File: src/rtl/tqvp_counter_bank_pkg.sv
// Shared constants and helpers for the TinyQV counter-bank peripheral.
package tqvp_counter_bank_pkg;

    localparam logic [5:0] ADDR_CTRL       = 6'h00;
    localparam logic [5:0] ADDR_IRQ_STATUS = 6'h04;
    localparam logic [5:0] ADDR_IRQ_ENABLE = 6'h08;
    localparam logic [5:0] ADDR_UI         = 6'h0C;
    localparam logic [5:0] CH_BASE         = 6'h10;
    localparam logic [5:0] CH_STRIDE       = 6'h08;

    localparam logic [1:0] SZ_BYTE = 2'b00;
    localparam logic [1:0] SZ_HALF = 2'b01;
    localparam logic [1:0] SZ_WORD = 2'b10;
    localparam logic [1:0] SZ_NONE = 2'b11;

    // Bits of data_in that a write of the given size is allowed to touch.
    function automatic logic [31:0] lane_mask(input logic [1:0] sz);
        case (sz)
            SZ_BYTE: lane_mask = 32'h0000_00FF;
            SZ_HALF: lane_mask = 32'h0000_FFFF;
            SZ_WORD: lane_mask = 32'hFFFF_FFFF;
            default: lane_mask = 32'h0000_0000;
        endcase
    endfunction

endpackage

File: src/rtl/tqvp_counter_chan.sv
// One match-counter channel: COUNT, COMPARE, toggle output and match detection.
module tqvp_counter_chan
    import tqvp_counter_bank_pkg::*;
#(
    parameter int unsigned WIDTH = 32
) (
    input  logic             clk,
    input  logic             rst,
    input  logic             en,
    input  logic             oneshot,
    input  logic             count_we,
    input  logic             compare_we,
    input  logic [WIDTH-1:0] wdata,
    input  logic [WIDTH-1:0] mask,
    output logic [WIDTH-1:0] count,
    output logic [WIDTH-1:0] compare,
    output logic             toggle,
    output logic             match_c,
    output logic             oneshot_clear_c
);

    assign match_c         = en && (count == compare);
    assign oneshot_clear_c = match_c && oneshot;

    // A software write to COUNT takes priority over reload and increment.
    always_ff @(posedge clk) begin
        if (rst) begin
            count   <= '0;
            compare <= '0;
            toggle  <= 1'b0;
        end else begin
            if (count_we) begin
                count <= (count & ~mask) | (wdata & mask);
            end else if (match_c) begin
                count <= '0;
            end else if (en) begin
                count <= count + WIDTH'(1);
            end
            if (compare_we) begin
                compare <= (compare & ~mask) | (wdata & mask);
            end
            if (match_c) begin
                toggle <= ~toggle;
            end
        end
    end

endmodule

File: src/rtl/tqvp_counter_bank.sv
// TinyQV peripheral: NUM_CH match counters with toggle outputs, sticky IRQs and a
// read port with programmable latency.
module tqvp_counter_bank
    import tqvp_counter_bank_pkg::*;
#(
    parameter int unsigned NUM_CH   = 4,
    parameter int unsigned WIDTH    = 32,
    parameter int unsigned READ_LAT = 1
) (
    input  logic        clk,
    input  logic        rst,
    input  logic [7:0]  ui_in,
    output logic [7:0]  uo_out,
    input  logic [5:0]  address,
    input  logic [31:0] data_in,
    input  logic [1:0]  data_write_n,
    input  logic [1:0]  data_read_n,
    output logic [31:0] data_out,
    output logic        data_ready,
    output logic        user_interrupt
);

    logic [5:0]        word_addr;
    logic [31:0]       wmask;
    logic              write_en;
    logic              read_req;
    logic              ctrl_we;
    logic              status_we;
    logic              ienable_we;
    logic [NUM_CH-1:0] en_q;
    logic [NUM_CH-1:0] oneshot_q;
    logic [NUM_CH-1:0] irq_status;
    logic [NUM_CH-1:0] irq_enable;
    logic [NUM_CH-1:0] match;
    logic [NUM_CH-1:0] oneshot_clear;
    logic [NUM_CH-1:0] toggle;
    logic [WIDTH-1:0]  chan_count   [NUM_CH];
    logic [WIDTH-1:0]  chan_compare [NUM_CH];
    logic [31:0]       rdata;
    logic              unused_bits;

    assign word_addr  = {address[5:2], 2'b00};
    assign wmask      = lane_mask(data_write_n);
    assign write_en   = data_write_n != SZ_NONE;
    assign read_req   = data_read_n != SZ_NONE;
    assign ctrl_we    = write_en && (word_addr == ADDR_CTRL);
    assign status_we  = write_en && (word_addr == ADDR_IRQ_STATUS);
    assign ienable_we = write_en && (word_addr == ADDR_IRQ_ENABLE);
    assign uo_out     = 8'(toggle);
    assign unused_bits = ^{address[1:0], data_in, wmask};

    for (genvar c = 0; c < NUM_CH; c++) begin : g_ch
        localparam logic [5:0] CNT_ADDR = 6'(CH_BASE + CH_STRIDE * c);
        tqvp_counter_chan #(.WIDTH(WIDTH)) u_chan (
            .clk             (clk),
            .rst             (rst),
            .en              (en_q[c]),
            .oneshot         (oneshot_q[c]),
            .count_we        (write_en && (word_addr == CNT_ADDR)),
            .compare_we      (write_en && (word_addr == CNT_ADDR + 6'h04)),
            .wdata           (data_in[WIDTH-1:0]),
            .mask            (wmask[WIDTH-1:0]),
            .count           (chan_count[c]),
            .compare         (chan_compare[c]),
            .toggle          (toggle[c]),
            .match_c         (match[c]),
            .oneshot_clear_c (oneshot_clear[c])
        );
    end

    // Control and interrupt registers; CTRL writes beat one-shot clears, matches beat W1C.
    always_ff @(posedge clk) begin
        if (rst) begin
            en_q           <= '0;
            oneshot_q      <= '0;
            irq_status     <= '0;
            irq_enable     <= '0;
            user_interrupt <= 1'b0;
        end else begin
            if (ctrl_we) begin
                en_q      <= (en_q & ~wmask[NUM_CH-1:0]) | (data_in[NUM_CH-1:0] & wmask[NUM_CH-1:0]);
                oneshot_q <= (oneshot_q & ~wmask[8 +: NUM_CH])
                           | (data_in[8 +: NUM_CH] & wmask[8 +: NUM_CH]);
            end else begin
                en_q <= en_q & ~oneshot_clear;
            end
            if (status_we) begin
                irq_status <= (irq_status & ~(data_in[NUM_CH-1:0] & wmask[NUM_CH-1:0])) | match;
            end else begin
                irq_status <= irq_status | match;
            end
            if (ienable_we) begin
                irq_enable <= (irq_enable & ~wmask[NUM_CH-1:0])
                            | (data_in[NUM_CH-1:0] & wmask[NUM_CH-1:0]);
            end
            user_interrupt <= |(irq_status & irq_enable);
        end
    end

    if (READ_LAT == 0) begin : g_lat0
        assign data_ready = read_req;
    end else begin : g_lat
        localparam logic [1:0] LAT_LAST = 2'(READ_LAT - 1);
        logic [1:0] lat_cnt;
        logic       ready_q;

        // Latency restarts whenever the request is withdrawn or reset hits.
        always_ff @(posedge clk) begin
            if (rst || !read_req) begin
                lat_cnt <= '0;
                ready_q <= 1'b0;
            end else if (!ready_q) begin
                lat_cnt <= lat_cnt + 2'd1;
                ready_q <= lat_cnt == LAT_LAST;
            end
        end

        assign data_ready = ready_q;
    end

    always_comb begin
        rdata = '0;
        case (word_addr)
            ADDR_CTRL:       rdata = 32'({oneshot_q, 8'(en_q)});
            ADDR_IRQ_STATUS: rdata = 32'(irq_status);
            ADDR_IRQ_ENABLE: rdata = 32'(irq_enable);
            ADDR_UI:         rdata = 32'(ui_in);
            default: begin
                for (int unsigned c = 0; c < NUM_CH; c++) begin
                    if (word_addr == 6'(CH_BASE + CH_STRIDE * c)) begin
                        rdata = 32'(chan_count[c]);
                    end
                    if (word_addr == 6'(CH_BASE + CH_STRIDE * c + 6'h04)) begin
                        rdata = 32'(chan_compare[c]);
                    end
                end
            end
        endcase
    end

    assign data_out = data_ready ? rdata : 32'h0;

endmodule

File: config.mk
export PLATFORM = sky130hd
export DESIGN_NAME = tqvp_counter_bank
export DESIGN_NICKNAME = d
export VERILOG_FILES = /design/src/rtl/tqvp_counter_bank_pkg.sv /design/src/rtl/tqvp_counter_chan.sv /design/src/rtl/tqvp_counter_bank.sv
export SDC_FILE = /design/constraint.sdc
export NUM_CORES = 1
export LEC_CHECK = 0
export CELL_PAD_IN_SITES_DETAIL_PLACEMENT = 0
export CELL_PAD_IN_SITES_GLOBAL_PLACEMENT = 1
export CORE_MARGIN = 1
export CORE_UTILIZATION = 40
export DETAILED_ROUTE_END_ITERATION = 12
export PLACE_DENSITY = 0.7
export SETUP_SLACK_MARGIN = 0.1
export SLEW_MARGIN = 40
export SYNTH_ARGS = -nofsm -noshare
export SYNTH_HDL_FRONTEND = slang
export SYNTH_SLANG_ARGS = --single-unit
File: constraint.sdc
create_clock -name clk -period 2.5 [get_ports clk]
set_input_delay 0.5 -clock clk [delete_from_list [all_inputs] [get_ports clk]]
set_output_delay 0.5 -clock clk [all_outputs]
set_load 0.01 [all_outputs]
# After elaboration in Yosys (flattened, before gate mapping)
# Index checks and enable logic that the tools add are counted.
# word_totals
ff_bits	280
input_bits	52
memories	0
rom_bits	0
latch_bits	0
out_inout_bits	42
mem_bits_rw	0
# classes
mul	0
addsub	5
n_reduce_logical	29
magnitude_cmp	0
shift	0
bitwise_logic	39
n_div	0
n_eq_ne	19
mux	26
# op_table
op	count
$mux 32	21
$and 32x32->32	9
$or 32x32->32	8
$add 32x1->32 const B	4
$eq 32x32->1	4
$pmux 32 s4	1
$pmux 32 s3	1
$and 4x4->4	8
$not 32->32	1
$or 4x4->4	5
$logic_and 1x1->1	19
$eq 4x3->1 const B	4
$eq 4x4->1 const B	4
$not 4->4	4
$reduce_bool 3->1	4
$eq 4x2->1 const B	2
$mux 4	2
$logic_not 6->1	1
$eq 4x1->1 const B	1
$logic_not 2->1	2
$ne 2x2->1 const B	2
$not 1->1	4
$reduce_or 4->1	1
$add 2x1->2 const B	1
other kinds (5)	5

# Depth between registers and ports, before layout
# Gate-level depths: netlist of run 1.
# logic_depth
depth_word	11
mapped_depth	10

# Hierarchy
# Synthesis of run 1 repeated with hierarchy kept, for this count alone.
# hier_totals
cells_unflattened	2561
hier_area_um2	19550.0
# by_module_without_submodules
mod	area_per_inst_um2	instances	cells_each
tqvp_counter_chan at g_ch[1].u_chan ...	3940.0	3	531
tqvp_counter_chan at g_ch[0].u_chan	4117.7	1	559
tqvp_counter_bank	3612.2	1	409

# Worst setup path before layout of run 1
# OpenSTA, ideal clock, no wires.
# synth_timing
kind	input -> output
from	input address[2]
to	output data_out[21]
path_slack_ns	0.061
arrival_ns	1.939
path_stages	7
path_cell_list	buf_2 -> buf_4 -> nor3_2 -> clkbuf_1 -> a221oi_1 -> o22a_1 -> nor2_1
# synth_via
elab_chain_len	11
elab_cells_between_ends	22
# synth_rtl
element	line	source
start, declared	tqvp_counter_bank.sv:14	input logic [5:0] address,
$eq 4x3->1	tqvp_counter_bank.sv:130	if (word_addr == 6'(CH_BASE + CH_STRIDE * c)) begin
$mux 32	tqvp_counter_bank.sv:130	
$mux 32	tqvp_counter_bank.sv:133	if (word_addr == 6'(CH_BASE + CH_STRIDE * c + 6'h04)) begin
$mux 32	tqvp_counter_bank.sv:130	
$mux 32	tqvp_counter_bank.sv:133	
$mux 32	tqvp_counter_bank.sv:130	
$mux 32	tqvp_counter_bank.sv:133	
$mux 32	tqvp_counter_bank.sv:130	
$mux 32	tqvp_counter_bank.sv:133	
$pmux 32 s4 *	tqvp_counter_bank.sv:123	case (word_addr)
$mux 32 *	tqvp_counter_bank.sv:141	assign data_out = data_ready ? rdata : 32'h0;
end, declared	tqvp_counter_bank.sv:18	output logic [31:0] data_out,
# Mark *: on every way between the ends. The rest lies on a longest branch, timed or not.

==> impl_metrics.env, run 1 <==
export IMPL_yosysMostFrequentCell="dfxtp_1"
export IMPL_grt_pass1_wl_um=139000
export IMPL_cts_buffers=37
export IMPL_maxCapViolations=0
export IMPL_ant_nets=0
export IMPL_synth_area_um2=18400
export IMPL_synthToLayoutAreaGrowth_pct=39.1
export IMPL_antenna_cells=0
export IMPL_synth_common_cells="280 x dfxtp_1, 264 x nand2_1, 247 x a21oi_1"
export IMPL_slowest_delay_ps=350
export IMPL_clock_path_buffers=3
export IMPL_cp_arrival_ps=2310
export IMPL_finalWirelength_um=96200
export IMPL_grt_start_max_net_pins=62
export IMPL_drive_gt1_frac=0.284
export IMPL_cts_root_buf="clkbuf_16"
export IMPL_path_clk_slew_ps=60
export IMPL_viasPerCell=6.21
export IMPL_worst_r2r_cell_count=6
export IMPL_ys_top_cells_by_area="dfxtp_1 31%, a21oi_1 6.7%, xnor2_1 6.4%"
export IMPL_maxSlewHeadroom=0.467
export IMPL_cts_sinks=280
export IMPL_top_layer="met4"
export IMPL_ys_ff_latch=280
export IMPL_overflow=0
export IMPL_crit_chain="mux2i_1 -> buf_4 -> o2bb2ai_4 -> a221o_1 -> o221ai_1 -> nand3_1 -> a22o_1 -> buf_6"
export IMPL_port_buffers=87
export IMPL_wl_met1_um=40900
export IMPL_fin_util=0.564
export IMPL_path_class="reg -> out"
export IMPL_ys_flop_type="dfxtp_1"
export IMPL_end_kind="output port"
export IMPL_htree_levels=2
export IMPL_finalSetupViolations=25
export IMPL_finalHoldViolCount=0
export IMPL_hp_class="in -> reg"
export IMPL_violations="setup timing"
export IMPL_dr_wl_met3_um=9130
export IMPL_ir_worst_vdd_uv=529
export IMPL_reg2reg_slack_ps=160
export IMPL_dieArea_um2=46700
export IMPL_worst_slack_ps=-312
export IMPL_rsz0062_at_grt="yes"
export IMPL_grt_pass1_vias=20000
export IMPL_hold_depth=2
export IMPL_drc=0
export IMPL_die_y_um=216
export IMPL_critPathMaxFanout=2
export IMPL_antenna_found_initial=0
export IMPL_routedWlPerCell_um=27.9
export IMPL_combPwrFrac=0.191
export IMPL_synthArstFlopShare=0
export IMPL_gp_congestion=1.01
export IMPL_fp_row_count=78
export IMPL_syn_inst=2414
export IMPL_start_util=0.405
export IMPL_die_w_um=216
export IMPL_slowest_stage="a221o_1"
export IMPL_net_switching_power_mw=3.86
export IMPL_worst_slew_pin_slew_ps=797
export IMPL_cts_tree="yes"
export IMPL_wl_met2_um=40400
export IMPL_p_seq_frac=0.373
export IMPL_num_io_pins=94
export IMPL_cp_required_ps=2000
export IMPL_synth_edf_count=0
export IMPL_power_frac_clock=0.436
export IMPL_crit_family="compound AO/OA/AOI/OAI gates"
export IMPL_outcome="finished, violations left"
export IMPL_yosysWarnings=0
export IMPL_fin_total_pwr_mw=12.7
export IMPL_layout_worst_path_cycle_share=1.12
export IMPL_power_leakage_nw=9.56
export IMPL_grtUsageTotal=0.403
export IMPL_vias=21400
export IMPL_crit_path_start_kind="flip-flop"
export IMPL_synth_distinct_cells=97
export IMPL_swShare=0.303
export IMPL_drv_slew=0
export IMPL_firstDrtPassIters=6
export IMPL_p_int_mw=8.89
export IMPL_fin_nets=2883
export IMPL_drt_initial_drc_count=2613
export IMPL_cp_num_buf_inv=2
export IMPL_min_period_ps=2810
export IMPL_synth_area_per_cell_um2=7.60
export IMPL_synth_top_cell_by_area="dfxtp_1"
export IMPL_coreArea_um2=45300
export IMPL_hpwl_um=72600
export IMPL_insertion_delay_ps=590
export IMPL_min_delay_start="rst"
export IMPL_fmax_mhz=356
export IMPL_skew_ps=29.3
export IMPL_yosysSeqAreaShare=0.305
export IMPL_dp_slack_ps=-1040
export IMPL_synth_top_cell_area_share=0.305
export IMPL_power_density_nw_per_um2=499
[worst max path at each step]
stage	slack (ps)	from	endpoint	cells after the start
after global routing	-310	flip-flop	data_out[9]	8
after detailed placement	-1040	address[4]	data_out[14]	9
after floorplan	60	address[2]	data_out[21]	7
after CTS	-280	flip-flop	data_out[9]	8
after global placement	-1040	address[4]	data_out[14]	9
final	-310	flip-flop	data_out[9]	8
[logic make-up after synthesis]
logic type                 after synthesis  synth area share
and+or+nand+nor                        900             0.244
AOI/OAI and AO/OA                      666             0.228
DFF                                    280             0.305
buffers and inverters                  275            0.0684
xor gates and xnor gates               164            0.0783
muxes                                  121            0.0710
adders and majority gates                7           0.00477
other                                    1          0.000204
[routing by layer]
metal  global-route usage  vias to the layer above
li1                     -                     9594
met1                0.565                    10300
met2                0.589                     1293
met3               0.0625                      259
met4                0.216                        0
met5                    0                        -
[final cells by class]
cell class,count,area (µm²)
fill,4268,19700
tap,600,751
inverter,39,159
timing repair buffer,604,5490
multi-input combinational,1862,12300
clock inverter,16,166
sequential,280,5640
clock buffer,51,1080
[cell usage in the layout (no fill, tap or decap), types with 10 or more instances in the layout]
cell	instances
a221oi_2	18
clkbuf_16	38
o22ai_1	23
xnor2_1	129
nand4_1	74
dfxtp_2	26
buf_8	14
mux2i_1	93
o221ai_1	14
xor2_1	30
o21ai_0	94
mux2_2	11
o21ai_1	16
and4_1	12
nor2_1	186
nor3_1	51
nand3_1	137
nand2_1	261
and3_1	29
nand2b_1	19
a31oi_1	41
clkbuf_8	10
inv_1	35
a22oi_1	30
buf_4	431
nor4_1	28
o22a_1	14
buf_12	37
a21o_1	15
a21oi_2	11
o211ai_1	14
clkdlybuf4s50_1	50
a21oi_1	233
a211oi_1	24
buf_6	37
buf_2	23
dfxtp_1	253
[per-stage QoR]
stage	std cells	TNS (ps)	hold WS [ps]	cell area, µm²
final	3452	-2240	336	25500
after floorplan	2417	0	446	18400
after CTS	3435	-2140	306	25000
after global routing	3452	-3610	368	25500
after global placement	3324	-93370	457	22700
after detailed placement	3324	-97890	464	22700
[power groups by stage]
| stage | combinational (mW) | clock [mW] | sequential, mW |
|---|---|---|---|
| after floorplan | 1.11 | 0 | 4.77 |
| after global placement | 2.09 | 0 | 4.84 |
| after detailed placement | 2.10 | 0 | 4.84 |
| after CTS | 2.29 | 5.61 | 4.75 |
| after global routing | 2.54 | 5.79 | 4.76 |
| final | 2.44 | 5.56 | 4.76 |
[repair_timing]
action                     4_1_cts  5_1_grt
setup endpoints to repair       75       96
pin swaps                       69       40
cloned                           9        1
setup buffers                   35       22
resized for setup              303       96
hold buffers                     0        0
No activity file was read; power rests on OpenSTA's default activity.
==> run 2, diff against run 1 <==
--- a/config.mk
+++ b/config.mk
@@ -5,11 +5,13 @@
 export SDC_FILE = /design/constraint.sdc
 export NUM_CORES = 1
 export LEC_CHECK = 0
+export ABC_CLOCK_PERIOD_IN_PS = 2500
 export CELL_PAD_IN_SITES_DETAIL_PLACEMENT = 0
 export CELL_PAD_IN_SITES_GLOBAL_PLACEMENT = 1
 export CORE_MARGIN = 1
 export CORE_UTILIZATION = 40
 export DETAILED_ROUTE_END_ITERATION = 12
+export HOLD_SLACK_MARGIN = 0.06
 export PLACE_DENSITY = 0.7
 export SETUP_SLACK_MARGIN = 0.1
 export SLEW_MARGIN = 40
==> results of run 2 <==
The final DEF is identical to that of run 1; final timing and power are the same.
